==> src/rtl/cdm_mul_arbiter.sv <==
// cdm_mul_arbiter: round-robin front end sharing one 16x16 approximate multiplier
// between N_REQ valid/ready requesters; returns product plus requester ID.
// Optional macro CDM_ARB_STATS_EN adds a 32-bit completed-operation counter (op_count).
module cdm_mul_arbiter #(
  parameter int unsigned N_REQ   = 4,
  parameter int unsigned ID_W    = 2,
  parameter int unsigned MUL_LAT = 1
) (
  input  logic                  clk,
  input  logic                  rst_n,
  input  logic [N_REQ-1:0]      req_valid,
  input  logic [16*N_REQ-1:0]   req_a,
  input  logic [16*N_REQ-1:0]   req_b,
  output logic [N_REQ-1:0]      req_ready,
  output logic [15:0]           mul_a,
  output logic [15:0]           mul_b,
  input  logic [31:0]           mul_r,
  output logic                  resp_valid,
  input  logic                  resp_ready,
  output logic [31:0]           resp_data,
  output logic [ID_W-1:0]       resp_id,
  output logic                  busy
`ifdef CDM_ARB_STATS_EN
  ,
  output logic [31:0]           op_count
`endif
);

  localparam int unsigned CNT_W = (MUL_LAT > 1) ? $clog2(MUL_LAT) : 1;

  typedef enum logic [1:0] {IDLE, WAIT, RESP} state_t;

  state_t            state;
  state_t            state_nxt;
  logic [ID_W-1:0]   rr_ptr;
  logic [ID_W-1:0]   id;
  logic [CNT_W-1:0]  cnt;
  logic              gnt_found;
  logic [ID_W-1:0]   gnt_idx;
  logic [ID_W-1:0]   scan_idx;
  logic [15:0]       sel_a;
  logic [15:0]       sel_b;

  // Round-robin scan starting just after the last granted requester
  always_comb begin
    gnt_found = 1'b0;
    gnt_idx   = '0;
    scan_idx  = '0;
    for (int unsigned k = 1; k <= N_REQ; k++) begin
      scan_idx = ID_W'((32'(rr_ptr) + k) % N_REQ);
      if (!gnt_found && req_valid[scan_idx]) begin
        gnt_found = 1'b1;
        gnt_idx   = scan_idx;
      end
    end
  end

  // Operand mux for the winning requester
  always_comb begin
    sel_a = '0;
    sel_b = '0;
    for (int unsigned i = 0; i < N_REQ; i++) begin
      if (ID_W'(i) == gnt_idx) begin
        sel_a = req_a[16*i +: 16];
        sel_b = req_b[16*i +: 16];
      end
    end
  end

  // State register
  always_ff @(posedge clk) begin
    if (!rst_n) state <= IDLE;
    else        state <= state_nxt;
  end

  // Next-state and grant pulse; grant is suppressed while reset is asserted
  always_comb begin
    state_nxt = state;
    req_ready = '0;
    case (state)
      IDLE: begin
        if (rst_n && gnt_found) begin
          req_ready = N_REQ'(1) << gnt_idx;
          state_nxt = WAIT;
        end
      end
      WAIT: begin
        if (cnt == '0) state_nxt = RESP;
      end
      RESP: begin
        if (resp_ready) state_nxt = IDLE;
      end
      default: state_nxt = IDLE;
    endcase
  end

  // Operand launch, latency count and product capture
  always_ff @(posedge clk) begin
    if (!rst_n) begin
      rr_ptr     <= ID_W'(N_REQ - 1);
      id         <= '0;
      cnt        <= '0;
      mul_a      <= '0;
      mul_b      <= '0;
      resp_valid <= 1'b0;
      resp_data  <= '0;
      resp_id    <= '0;
      busy       <= 1'b0;
    end else begin
      busy <= (state_nxt != IDLE);
      case (state)
        IDLE: begin
          if (gnt_found) begin
            mul_a  <= sel_a;
            mul_b  <= sel_b;
            id     <= gnt_idx;
            rr_ptr <= gnt_idx;
            cnt    <= CNT_W'(MUL_LAT - 1);
          end
        end
        WAIT: begin
          if (cnt != '0) begin
            cnt <= cnt - CNT_W'(1);
          end else begin
            resp_data  <= mul_r;
            resp_id    <= id;
            resp_valid <= 1'b1;
          end
        end
        RESP: begin
          if (resp_ready) resp_valid <= 1'b0;
        end
        default: ;
      endcase
    end
  end

`ifdef CDM_ARB_STATS_EN
  // Completed response handshakes, free-running with wrap
  always_ff @(posedge clk) begin
    if (!rst_n)                         op_count <= '0;
    else if (resp_valid && resp_ready)  op_count <= op_count + 32'd1;
  end
`endif

endmodule

==> config.mk <==
export PLATFORM = sky130hd
export DESIGN_NAME = cdm_mul_arbiter
export DESIGN_NICKNAME = d
export VERILOG_FILES = /design/src/rtl/cdm_mul_arbiter.sv
export SDC_FILE = /design/constraint.sdc
export NUM_CORES = 1
export LEC_CHECK = 0
export BUFFER_PORTS_ARGS = -buffer_cell sky130_fd_sc_hd__buf_2
export CORE_AREA = 2 2 93 95
export CTS_CLUSTER_SIZE = 16
export DETAILED_ROUTE_END_ITERATION = 12
export DIE_AREA = 0 0 95 97
export PLACE_DENSITY_LB_ADDON = 0.2
export SYNTH_ARGS = -nofsm -noshare
export SYNTH_HDL_FRONTEND = slang
export SYNTH_SLANG_ARGS = --single-unit
==> constraint.sdc <==
create_clock -name clk -period 2.41 [get_ports clk]
set_input_delay 0.482 -clock clk [delete_from_list [all_inputs] [get_ports clk]]
set_output_delay 0.482 -clock clk [all_outputs]
set_load 0.01 [all_outputs]
Word-level counts from Yosys, hierarchy flattened
Index checks and enable logic that the tools add are counted.
{ "op_classes": {"n_addsub": 5, "multipliers": 0, "div": 0, "order_cmp": 4, "n_eq_ne": 8, "n_shift": 1, "muxes": 36, "bitwise": 1, "reduce_logical": 16} }
{ "op_table": {"columns": ["op", "n"], "rows": [
  ["$mux W16", 8],
  ["$mux W2", 7],
  ["$lt A2 B3 Y1 const B", 4],
  ["$mux W1", 12],
  ["$bmux W1 S2", 4],
  ["$mux W4", 2],
  ["$ne A2 B2 Y1 const B", 3],
  ["$pmux W2 S3", 1],
  ["$reduce_and A2 Y1", 3],
  ["$reduce_bool A2 Y1", 3],
  ["$add A2 B1 Y2 const B", 2],
  ["$add A2 B2 Y2 const B", 2],
  ["$eq A2 B2 Y1 const A", 2],
  ["$logic_and A1 B1 Y1", 4],
  ["$logic_not A2 Y1", 2],
  ["$pmux W1 S2", 2],
  ["$shl A1 B2 Y4 const A", 1],
  ["$logic_not A1 Y1", 3],
  ["$reduce_and A3 Y1", 1],
  ["$eq A1 B2 Y1 const A", 1],
  ["$eq A2 B1 Y1 const B", 1],
  ["$eq A2 B2 Y1 const B", 1],
  ["$not A1 Y1", 1],
  ["$sub A1 B1 Y1 const B", 1]
]} }
{ "totals": {"regBits": 75, "latchBits": 0, "ramBits": 0, "romBits": 0, "in_bits": 167, "out_inout_bits": 72, "word_cells": 81, "mem_count": 0} }

Logic depth before layout (Yosys ltp)
Gate-level depths: netlist of run 1.
{ "depth": {"depth_word": 18, "mapped_depth": 8, "mapped_depth_nobuf": 5} }

Worst setup path before layout of run 1
No wires, ideal clock.
{ "synth_path": {"kind": "input -> output", "start": "in req_valid[2]", "end": "out req_ready[0]", "arrival_ns": 1.536, "required_ns": 1.928, "setup_slack_ns": 0.392, "stages": 7, "cell_sequence": "nor2_2 -> a211oi_2 -> and2_2 -> nand2b_1 -> buf_2 -> buf_4 -> nor2_1"} }
{ "synth_via": {"elab_chain_len": 15, "word_cells_on_any_way": 26, "cone_classes": "shift: 1; mux: 18; reduce/logical: 7"} }
{ "synth_lines": {"columns": ["item", "line", "rtl"], "rows": [
  ["start, declared", "11", "input logic [N_REQ-1:0] req_valid,"],
  ["$bmux W1 S2", "51", "if (!gnt_found && req_valid[scan_idx]) begin"],
  ["$mux W1 (not written as such)", "51", null],
  ["$mux W1", "51", null],
  ["$logic_not A1 Y1", "51", null],
  ["$logic_and A1 B1 Y1", "51", null],
  ["$mux W1", "51", null],
  ["$logic_not A1 Y1", "51", null],
  ["$logic_and A1 B1 Y1", "51", null],
  ["$mux W1", "51", null],
  ["$logic_not A1 Y1", "51", null],
  ["$logic_and A1 B1 Y1", "51", null],
  ["$mux W2 / $mux W1 (equally long branches)", "51", null],
  ["$shl A1 B2 Y4 / $logic_and A1 B1 Y1 (equally long branches)", "83, 82", null],
  ["$mux W4 *", "82", "if (rst_n && gnt_found) begin"],
  ["$mux W4 *", "80", "case (state)"],
  ["end, declared", "14", "output logic [N_REQ-1:0] req_ready,"]
]} }
Every way passes the cells marked *; elsewhere a longest branch is shown, timed or not. The select of a mux whose other input is x is not followed.

Worst setup path in the final report of run 1
{ "layout_path": {"start": "reg rr_ptr[1]", "end": "out req_ready[3]"} }
{ "layout_via": {"elab_chain_len": 16, "word_cells_on_any_way": 30, "cone_classes": "add/sub: 4; shift: 1; mux: 18; reduce/logical: 7"} }
{ "layout_lines": {"columns": ["item", "line", "rtl"], "rows": [
  ["start, declared", "35", "logic [ID_W-1:0] rr_ptr;"],
  ["start signal, assigned", "100", "rr_ptr <= ID_W'(N_REQ - 1);"],
  ["start signal, assigned", "117", "rr_ptr <= gnt_idx;"],
  ["$add A2 B1 Y2", "50", "scan_idx = ID_W'((32'(rr_ptr) + k) % N_REQ);"],
  ["$bmux W1 S2", "51", null],
  ["$mux W1 (not written as such)", "51", null],
  ["$mux W1", "51", null],
  ["$logic_not A1 Y1", "51", null],
  ["$logic_and A1 B1 Y1", "51", null],
  ["$mux W1", "51", null],
  ["$logic_not A1 Y1", "51", null],
  ["$logic_and A1 B1 Y1", "51", null],
  ["$mux W1", "51", null],
  ["$logic_not A1 Y1", "51", null],
  ["$logic_and A1 B1 Y1", "51", null],
  ["$mux W2 / $mux W1 (equally long branches)", "51", null],
  ["$shl A1 B2 Y4 / $logic_and A1 B1 Y1 (equally long branches)", "83, 82", null],
  ["$mux W4 *", "82", null],
  ["$mux W4 *", "80", null]
]} }
Marked as above.

==> metrics.md, run 1 <==
| Metric | Value |
|---|---|
| Status | complete, no violations |
| CP Launch Type | register |
| FF+latch count, synth | 74 |
| Cells after Synth | 377 |
| Vias in the first global route | 3605 |
| Final Cycle Share | 89.5% |
| Synth top cells by count | 107 x nand2_1, 74 x dfxtp_1, 65 x mux2i_1, 34 x a21boi_0, 24 x o221ai_2 |
| DPL Wire Length | 8.13 mm |
| DR pass1 iterations | 4 |
| CTS max path bufs | 2 |
| # rows | 33 |
| Die Width | 95 um |
| Nets | 775 |
| Final Skew | 8.61 ps |
| Internal power | 0.00242 W |
| Drt wl/cell | 14.5 um |
| Slew HR | 72.1% |
| Total Routing Usage GR | 22.6% |
| Die height | 97 um |
| Final critical-path required period | 2160 ps |
| Number of I/O pins | 239 |
| Final hold vios | 0 |
| Via count | 3604 |
| Max-cap check violation count | 0 |
| Placement-stage cell area | 4900 sq um |
| Net Count, Synth | 544 |
| Area of the mapped netlist | 3650 sq um |
| Non-filler cells, final | 718 |
| Leakage | 2.47 nW |
| Final WL | 10.4 mm |
| Top-count cell post-synth | nand2_1 |
| Drt drc | 0 |
| Pre-CTS WS | 291 ps |
| # H-tree levels | 3 |
| Clock share of power | 28.2% |
| Area growth syn-to-layout | 40.2% |
| Core ar. | 8130 sq um |
| Setup violations, final | 0 |
| Sw power | 0.00110 W |
| Sequential share of power | 41.7% |
| CTS tree | yes |
| EDFF count, synth | 0 |
| Worst-Margin Slew | 419 ps |
| Power share of the combinational group | 30.2% |
| Routability Congestion | 0.805 |
| Dominant synthesized flop cell | dfxtp_1 |
| Top-area cell type share of the netlist area | 40.6% |
| IO Port Bufs | 238 |
| Design area | 5110 sq um |
| Worst EP required | 1930 ps |
| CTS Sinks | 74 |
| TNS Setup | 0 ps |
| Initial antenna violation count | 1 |
| Reg clk slew, reported paths | 70 ps |
| Die ar. | 9220 sq um |
| Crit. End Element | primary output |
| Post-route antenna net violation count | 0 |
| Final Worst Setup Slack | 252 ps |
| Iteration-0 DRC Markers | 58 |
| Max-slew violations | 0 |
| Largest cells by area after synthesis | dfxtp_1 41%, mux2i_1 18%, nand2_1 11% |
| Root buffer cell | clkbuf_8 |
| Placed insts | 702 |
| First-pass GRT wire length | 16.7 mm |
| Cts bufs inserted | 9 |
| Total gr overflow | 0 |
| CP max FO | 7 |
| Share of cells above drive strength 1 | 49.2% |
| Hold_ws | 356 ps |
| Clock Latency Late Sink | 340 ps |
| Worst vdd ir | 0.386 mV |
| Worst setup path category | reg -> out |
| Cell Pwr Density | 687 nW/um^2 |
| Largest net degree at the start of global routing | 39 |
| Ys async rst share | 0% |
| RSZ-0062 raised after global routing | no |
| Sw frac | 31.2% |
| Max Fclk | 463 MHz |
| Syn avg cell area | 9.67 sq um |
| Hold Crit Class | in -> reg |
| Post-synth cell types | 34 |
| Routed vias/inst | 5.02 |
| Area leader, netlist | dfxtp_1 |
| Sequential area share after synthesis | 40.6% |
| Crit path DAT | 1680 ps |
| Initial core utilization | 44.8% |
| # Post-CTS Setup Buffers | 0 |
| Warnings, synthesis | 0 |
==> power by group through the flow <==
stage | clock network, W | logic, W | registers [W]
finish | 0.000990 | 0.00106 | 0.00146
global route | 0.00107 | 0.00117 | 0.00148
global placement | 0 | 0.00106 | 0.00148
CTS | 0.00102 | 0.00108 | 0.00146
floorplan | 0 | 0.000624 | 0.00155
detailed placement | 0 | 0.00108 | 0.00149
==> critical path, cell delays in order, from the launching register on <==
cell	delay [ps]
dfxtp_2	390
nand2_1	110
a311oi_4	310
buf_4	230
inv_1	70
nor2_1	90
buf_2	130
==> cell families (layout without fill, tap and decap cells) <==
kind of cell / after synthesis / in the layout / share of synthesized area [%]
buf+inv: 33 / 268 / 5.46
other cells: 0 / 1 / 0
flops: 74 / 74 / 40.6
mux: 65 / 65 / 17.8
compound gates: 77 / 77 / 21.7
simple gates: 128 / 128 / 14.4
==> metrics by stage <==
stage	total power [W]	util (%)
detailed placement	0.00257	60.3
floorplan	0.00217	-
global placement	0.00254	60.3
finish	0.00351	62.8
global route	0.00372	62.8
CTS	0.00356	62.8
==> per-layer routing <==
layer	GRT usage, %	up-vias	wire length, um
li1	-	1789	-
met1	24.8	1645	4080
met2	39.6	149	5160
met3	7.48	21	948
met4	9.03	0	236
met5	0	-	0
==> state kept, by name (all words and copies together), names as in the netlist <==
signal,cells
resp_data,32
mul_a,16
mul_b,16
id,2
resp_id,2
rr_ptr,2
state,2
busy,1
resp_valid,1
==> placed cells by master (no fill, tap or decap), types with 2 or more instances in the layout <==
cell type,Yosys,layout
buf_4,5,11
buf_12,2,2
nand3b_1,2,2
inv_1,2,2
clkbuf_8,0,11
nand2_1,107,107
o221ai_2,24,24
buf_2,4,238
nor2_1,7,7
mux2i_1,65,65
dfxtp_1,74,73
o21ai_0,2,2
o221ai_1,9,9
a21boi_0,34,34
==> worst paths after layout <==
kind	to	from	slack (ps)	cells after the start
max	req_ready[3]	rr_ptr[1]$_SDFFE_PN1P_	250	6
min	rr_ptr[1]$_SDFFE_PN1P_	rst_n	360	2
max reg2reg	mul_a[3]$_SDFFE_PN0P_	rr_ptr[1]$_SDFFE_PN1P_	580	6
min reg2reg	resp_data[9]$_SDFFE_PN0P_	resp_data[9]$_SDFFE_PN0P_	460	2
==> area by class of cell <==
type	instances	area (sq um)
Clock buffer	11	151
Clock inverter	4	51.3
Multi-Input combinational cell	270	1970
Inverter	2	7.51
Tap cell	105	131
Fill cell	736	3020
Timing Repair Buffer	251	1310
Antenna cell	1	2.50
Sequential cell	74	1480
==> timing repair <==
| action | CTS | global route |
|---|---|---|
| setup endpoints to repair | 0 | 2 |
| resized for setup | 0 | 1 |
| hold buffers | 0 | 0 |
| endpoints found under the hold margin | 0 | 0 |
(Power assumes the default switching activity.)
==> run 2, diff against run 1 <==
--- a/config.mk
+++ b/config.mk
@@ -11,6 +11,7 @@
 export DETAILED_ROUTE_END_ITERATION = 12
 export DIE_AREA = 0 0 95 97
 export PLACE_DENSITY_LB_ADDON = 0.2
+export REMOVE_ABC_BUFFERS = 1
 export SYNTH_ARGS = -nofsm -noshare
 export SYNTH_HDL_FRONTEND = slang
 export SYNTH_SLANG_ARGS = --single-unit
==> run 2 against run 1 <==
  * Routed wire length up 0.48%
  * Sequential power about the same
  * Utilization up 0.20 points
  * Largest power group unchanged
  * Flip-flop and latch count unchanged
  * Worst setup slack worse by 87 ps
  * Critical path type unchanged
  * Count of clock-buffer cells in the layout unchanged
  * Clock skew up 4.1 ps
  * Cell count unchanged
  * Via count up 0.17%
  * Clock power up 9%
==> metrics.md, run 2 (same netlist as run 1, synthesis figures left out) <==
| Metric | Value |
|---|---|
| Status | complete, no violations |
| Design area | 5130 sq um |
| Worst r2r dst | mul_a[11]$_SDFFE_PN0P_ |
| Worst vdd ir | 0.407 mV |
| Critical path's slowest cell | dfxtp_2 |
| Worst-Margin Slew | 393 ps |
| Initial core utilization | 44.8% |
| Slew HR | 73.8% |
| Reg clk slew, reported paths | 80 ps |
| CTS tree | yes |
| Root buffer cell | clkbuf_8 |
| Die Width | 95 um |
| Iteration-0 DRC Markers | 78 |
| Reg with most FFs | resp_data |
| Hold_ws | 384 ps |
| CTS max path bufs | 2 |
| Clock Latency Late Sink | 340 ps |
| TNS Setup | 0 ps |
| DPL Wire Length | 8.18 mm |
| Max-cap check violation count | 0 |
| Worst setup path start | rr_ptr[1]$_SDFFE_PN1P_ |
| CTS Sinks | 74 |
| Core ar. | 8130 sq um |
| IO Port Bufs | 238 |
| Vias in the first global route | 3639 |
| Worst setup path end | req_ready[3] |
| R2R depth | 6 |
| Nets | 774 |
| Leakage | 2.48 nW |
| RSZ-0062 raised after global routing | no |
| Routed vias/inst | 5.03 |
| Post-cts resize count | 0 |
| Hold Crit Class | in -> reg |
| Final critical-path required period | 2240 ps |
| Worst EP required | 1930 ps |
| Placement-stage cell area | 4900 sq um |
| Final Cycle Share | 93.1% |
| CP max FO | 20 |
| Critical path, cell by cell | nand2_1 > a311oi_4 > buf_12 > inv_1 > nor2_1 > buf_2 |
| Final Worst Setup Slack | 165 ps |
| Biggest regs | resp_data (32), mul_a (16), mul_b (16) |
| Share of cells above drive strength 1 | 49.0% |
| Drt wl/cell | 14.6 um |
| # Post-CTS Setup Buffers | 0 |
| Cell family with the largest share of critical-path delay | buffers and inverters |
| Worst setup path category | reg -> out |
| R2R setup slack | 500 ps |
| # H-tree levels | 3 |
| Post-route antenna net violation count | 0 |
| Die height | 97 um |
| Crit path depth | 6 |
| Cts bufs inserted | 9 |
| Crit path DAT | 1760 ps |
| Area taken by multi-input logic gates | 1970 sq um |
| Number of I/O pins | 239 |
| Total Routing Usage GR | 22.2% |
| Area growth syn-to-layout | 40.6% |
| Commonest non-fill, non-tap cell in the layout | buf_2 |
| Fin util | 63.0% |
| Largest register FFs | 32 |
| Max Fclk | 446 MHz |
| Final WL | 10.5 mm |
| Most frequent cells in the layout | 238 x buf_2, 107 x nand2_1, 73 x dfxtp_1 |
| Max-slew violations | 0 |
| Final Skew | 12.7 ps |
| # hold bufs at CTS | 0 |
| # rows | 33 |
| Setup violations, final | 0 |
| Initial antenna violation count | 1 |
| Die ar. | 9220 sq um |
| DR pass1 iterations | 4 |
| Cell Pwr Density | 702 nW/um^2 |
| Total gr overflow | 0 |
| Final hold vios | 0 |
| Hold path cells | 3 |
| Pre-CTS WS | 232 ps |
| R2R Path Start | rr_ptr[1]$_SDFFE_PN1P_ |
| Via count | 3610 |
| Register area | 1480 sq um |
| Crit path buf inv count | 3 |
| Slowest stage delay, CP | 400 ps |
| Fillers | 731 |
| Drt drc | 0 |
| Crit. End Element | primary output |
| Largest net degree at the start of global routing | 36 |
| CP Launch Type | register |
| First-pass GRT wire length | 16.4 mm |
| Routability Congestion | 0.789 |
[run 2: per-layer routing]
metal | GRT usage (%) | vias to the layer above | part of all wire [%]
li1 | - | 1791 | -
met1 | 23.6 | 1631 | 38
met2 | 39.6 | 159 | 50
met3 | 7.17 | 29 | 10
met4 | 9.25 | 0 | 2.7
met5 | 0 | - | 0
[run 2: how the worst min path moves through the flow]
stage	from	slack (ps)	end
2_1_floorplan	id[1]$_SDFFE_PN0P_	440	id[1]$_SDFFE_PN0P_
3_3_place_gp	mul_b[0]$_SDFFE_PN0P_	440	mul_b[0]$_SDFFE_PN0P_
3_5_place_dp	mul_b[7]$_SDFFE_PN0P_	450	mul_b[7]$_SDFFE_PN0P_
4_1_cts	mul_r[14]	370	resp_data[14]$_SDFFE_PN0P_
5_1_grt	mul_r[9]	380	resp_data[9]$_SDFFE_PN0P_
6_report	mul_r[2]	380	resp_data[2]$_SDFFE_PN0P_
[run 2: report_power, final]
group | total, W | switching (W) | internal (W) | leakage [nW]
sequential | 0.00146 | 0.0000845 | 0.00138 | 0.609
combinational | 0.00105 | 0.000552 | 0.000502 | 1.76
clock | 0.00108 | 0.000460 | 0.000620 | 0.111
[run 2: layout make-up]
class / instances / area share [%]
multi-input cells: 270 / 38.4
diodes: 1 / 0.0488
repair buffers: 250 / 25.5
inverters: 2 / 0.146
clock inverters: 5 / 1.66
flip-flops and latches: 74 / 28.9
clock buffers: 11 / 2.76
well taps: 105 / 2.56
[run 2: stage by stage]
step,total power [W],cells
floorplan,0.00213,346
global placement,0.00253,701
detailed placement,0.00256,701
CTS,0.00365,717
global route,0.00381,717
finish,0.00360,718
[run 2: tightest hold or removal path: stages]
cell      delay (ps)
buf_2            100
nand2_1           40
a21boi_0          60
==> run 3, diff against run 2 <==
--- a/config.mk
+++ b/config.mk
@@ -5,11 +5,13 @@
 export SDC_FILE = /design/constraint.sdc
 export NUM_CORES = 1
 export LEC_CHECK = 0
+export ABC_AREA = 1
 export BUFFER_PORTS_ARGS = -buffer_cell sky130_fd_sc_hd__buf_2
-export CORE_AREA = 2 2 93 95
+export CORE_AREA = 2 2 94 96
 export CTS_CLUSTER_SIZE = 16
 export DETAILED_ROUTE_END_ITERATION = 12
-export DIE_AREA = 0 0 95 97
+export DIE_AREA = 0 0 96 98
+export MAX_ROUTING_LAYER = met4
 export PLACE_DENSITY_LB_ADDON = 0.2
 export REMOVE_ABC_BUFFERS = 1
 export SYNTH_ARGS = -nofsm -noshare
==> run 3 against run 2 <==
  * The flow now finishes with violations (negative setup slack)
  * Cell count rose by 32%
  * Clock power about the same
  * Utilization rose by 3.5 points
  * Non-clock buffer count grew 20
  * Synthesized cell count rose by 56%
  * Critical path type unchanged
  * Largest power group is now combinational logic
==> metrics.md, run 3 <==
| Metric | Value |
|---|---|
| Cell Pwr Density | 1590 nW/um^2 |
| Initial core utilization | 45.4% |
| Die ar. | 9410 sq um |
| Leakage | 2.98 nW |
| Nets | 1001 |
| Top-count cell post-synth | nand2_1 |
| DPL Wire Length | 9.57 mm |
| Largest cells by area after synthesis | dfxtp_1 39%, nand2_1 14%, nor2_1 11% |
| Max Fclk | 407 MHz |
| Final Skew | 16.1 ps |
| Warnings, synthesis | 0 |
| Internal power | 0.00461 W |
| Met1 Track Usage GR | 30.4% |
| Worst vdd ir | 0.745 mV |
| Die Width | 96 um |
| Sw power | 0.00435 W |
| Final hold vios | 0 |
| Total gr overflow | 0 |
| # H-tree levels | 3 |
| First-pass GRT wire length | 20.3 mm |
| Biggest regs | resp_data (32), mul_a (16), mul_b (16) |
| Final Cycle Share | 102% |
| R2R depth | 17 |
| Final WL | 13.2 mm |
| CP Launch Type | register |
| Routed vias/inst | 5.12 |
| Final critical-path required period | 2460 ps |
| DR pass1 iterations | 5 |
| CTS Sinks | 74 |
| Routability Congestion | 0.968 |
| Synth top cells by count | 145 x nand2_1, 116 x nor2_1, 74 x dfxtp_1, 66 x o21ai_0, 57 x nand3_1 |
| Crit. End Element | primary output |
| Max-cap check violation count | 0 |
| Power share of the combinational group | 66.8% |
| Crit path DAT | 1970 ps |
| FF+latch count, synth | 74 |
| Largest net degree at the start of global routing | 50 |
| # rows | 34 |
| Reg clk slew, reported paths | 90 ps |
| Area growth syn-to-layout | 46.6% |
| Area leader, netlist | dfxtp_1 |
| Setup violations, final | 4 |
| TNS Setup | -134 ps |
| Sw frac | 48.5% |
| Largest register FFs | 32 |
| R2R Path Start | rr_ptr[0]$_SDFFE_PN1P_ |
| Drt wl/cell | 13.9 um |
| Worst-Margin Slew | 548 ps |
| Drt drc | 0 |
| Hold endpoint | resp_valid$_SDFFE_PN0P_ |
| RSZ-0062 raised after global routing | yes |
| Met2 Track Usage GR | 48.0% |
| Root buffer cell | clkbuf_8 |
| IO Port Bufs | 238 |
| Die height | 98 um |
| R2R setup slack | 110 ps |
| Sequential share of power | 21.1% |
| Final Worst Setup Slack | -46.2 ps |
| Ys async rst share | 0% |
| Post-route antenna net violation count | 0 |
| Clock Latency Late Sink | 340 ps |
| Cts bufs inserted | 9 |
| Via count | 4850 |
| Hold path cells | 2 |
| Top-area cell type share of the netlist area | 38.5% |
| CTS max path bufs | 2 |
| Slew HR | 63.3% |
| Cells after Synth | 588 |
| Reg with most FFs | resp_data |
| Worst r2r dst | mul_a[7]$_SDFFE_PN0P_ |
| Worst EP required | 1930 ps |
| Dominant synthesized flop cell | dfxtp_1 |
| Commonest non-fill, non-tap cell in the layout | buf_2 |
| Status | complete, but fails checks |
| Routing usage on met3 | 4.71% |
| CTS tree | yes |
| Number of I/O pins | 239 |
| Placement-stage cell area | 5180 sq um |
| Most frequent cells in the layout | 237 x buf_2, 136 x nand2_1, 110 x nor2_1 |
| Design area | 5640 sq um |
| Share of cells above drive strength 1 | 39.3% |
| Clock share of power | 12.1% |
| # diodes | 0 |
| Failing checks | negative setup slack |
| Busiest layer in global routing | met2 |
| Hold Crit Class | in -> reg |
| Worst setup path category | reg -> out |
| Syn avg cell area | 6.54 sq um |
| Sequential area share after synthesis | 38.5% |
| Core ar. | 8470 sq um |
| CP max FO | 6 |
| Hold Startpoint | resp_ready |
| Register area | 1490 sq um |
| Post-synth cell types | 28 |
| Fillers | 782 |
| Area taken by multi-input logic gates | 2160 sq um |
| Total Routing Usage GR | 27.7% |
| Initial antenna violation count | 0 |
| Max-slew violations | 0 |
| # hold bufs at CTS | 0 |
| Area of the mapped netlist | 3840 sq um |
| Vias in the first global route | 4586 |
| EDFF count, synth | 0 |
| Iteration-0 DRC Markers | 190 |
==> run 3: cell types whose count changed in the layout (fill, tap and decap cells not counted), moves of 6 or more <==
cell,previous run,this run
nor2_1,7,110
mux2i_1,65,0
o21ai_0,2,66
nand3_1,1,56
a21boi_0,34,0
nand2_1,107,136
o221ai_2,24,0
a21oi_1,1,24
nand4_1,0,18
buf_4,10,25
nand2_2,1,14
inv_1,2,14
o221ai_1,9,0
inv_2,0,6
==> run 3: what timing repair did <==
action / CTS / global route
resized for setup: 21 / 18
pin swaps: 9 / 13
endpoints found under the setup margin: 9 / 23
hold endpoints to repair: 0 / 0
setup buffers: 5 / 8
==> run 3: logic make-up (layout without fill, tap and decap cells) <==
family,Yosys count,in the layout,share of synthesized area (%)
flops,74,74,38.5
simple gates,351,351,40.2
buf+inv,62,313,7.49
compound gates,101,101,13.8
==> run 3: power by group through the flow <==
stage	clock network, W	logic [W]	registers [W]
6_report	0.00109	0.00599	0.00189
5_1_grt	0.00117	0.00665	0.00193
4_1_cts	0.00111	0.00562	0.00189
3_5_place_dp	0	0.00542	0.00189
3_3_place_gp	0	0.00532	0.00188
2_1_floorplan	0	0.00319	0.00206
==> run 3: per-layer routing <==
| metal | part of all wire [%] | routed length (um) |
|---|---|---|
| met4 | 3.7 | 483 |
| met1 | 39 | 5140 |
| met5 | 0 | 0 |
| met3 | 7.7 | 1010 |
| met2 | 50 | 6530 |
==> run 3: layout make-up <==
type | count | area share (%)
inverter | 27 | 2.06
multi-input combinational | 452 | 38.4
clock inverter | 7 | 1.78
sequential | 74 | 26.4
clock buffer | 9 | 2.20
timing repair buffer | 270 | 26.7
tap | 108 | 2.40
==> run 3: through the flow <==
| stage | setup slack [ps] | power (W) | hold slack, ps | instances | util (%) |
|---|---|---|---|---|---|
| 3_5_place_dp | -11.0 | 0.00731 | 457 | 918 | 61.2 |
| 2_1_floorplan | -500 | 0.00526 | 446 | 553 | - |
| 6_report | -46.2 | 0.00896 | 352 | 947 | 66.6 |
| 5_1_grt | -154 | 0.00975 | 345 | 947 | 66.6 |
| 3_3_place_gp | 114 | 0.00719 | 451 | 918 | 61.2 |
| 4_1_cts | -80.2 | 0.00862 | 335 | 939 | 65.0 |
==> run 3: worst max path at each step <==
stage / start / to
6_report: rr_ptr[0]$_SDFFE_PN1P_ / req_ready[0]
5_1_grt: rr_ptr[0]$_SDFFE_PN1P_ / req_ready[0]
4_1_cts: rr_ptr[0]$_SDFFE_PN1P_ / req_ready[0]
3_5_place_dp: rr_ptr[0]$_SDFFE_PN1P_ / req_ready[0]
3_3_place_gp: req_valid[3] / req_ready[0]
2_1_floorplan: rr_ptr[0]$_SDFFE_PN1P_ / mul_a[0]$_SDFFE_PN0P_
==> run 3: worst max-delay path: stages (launching register included) <==
cell,delay (ps)
dfxtp_4,420
buf_6,130
nand2_2,40
nand2_2,80
nand2_2,70
nand2_4,120
nor2_8,50
nand4_1,100
nand2_2,100
nor2_4,130
inv_4,80
nor3_4,130
buf_2,160
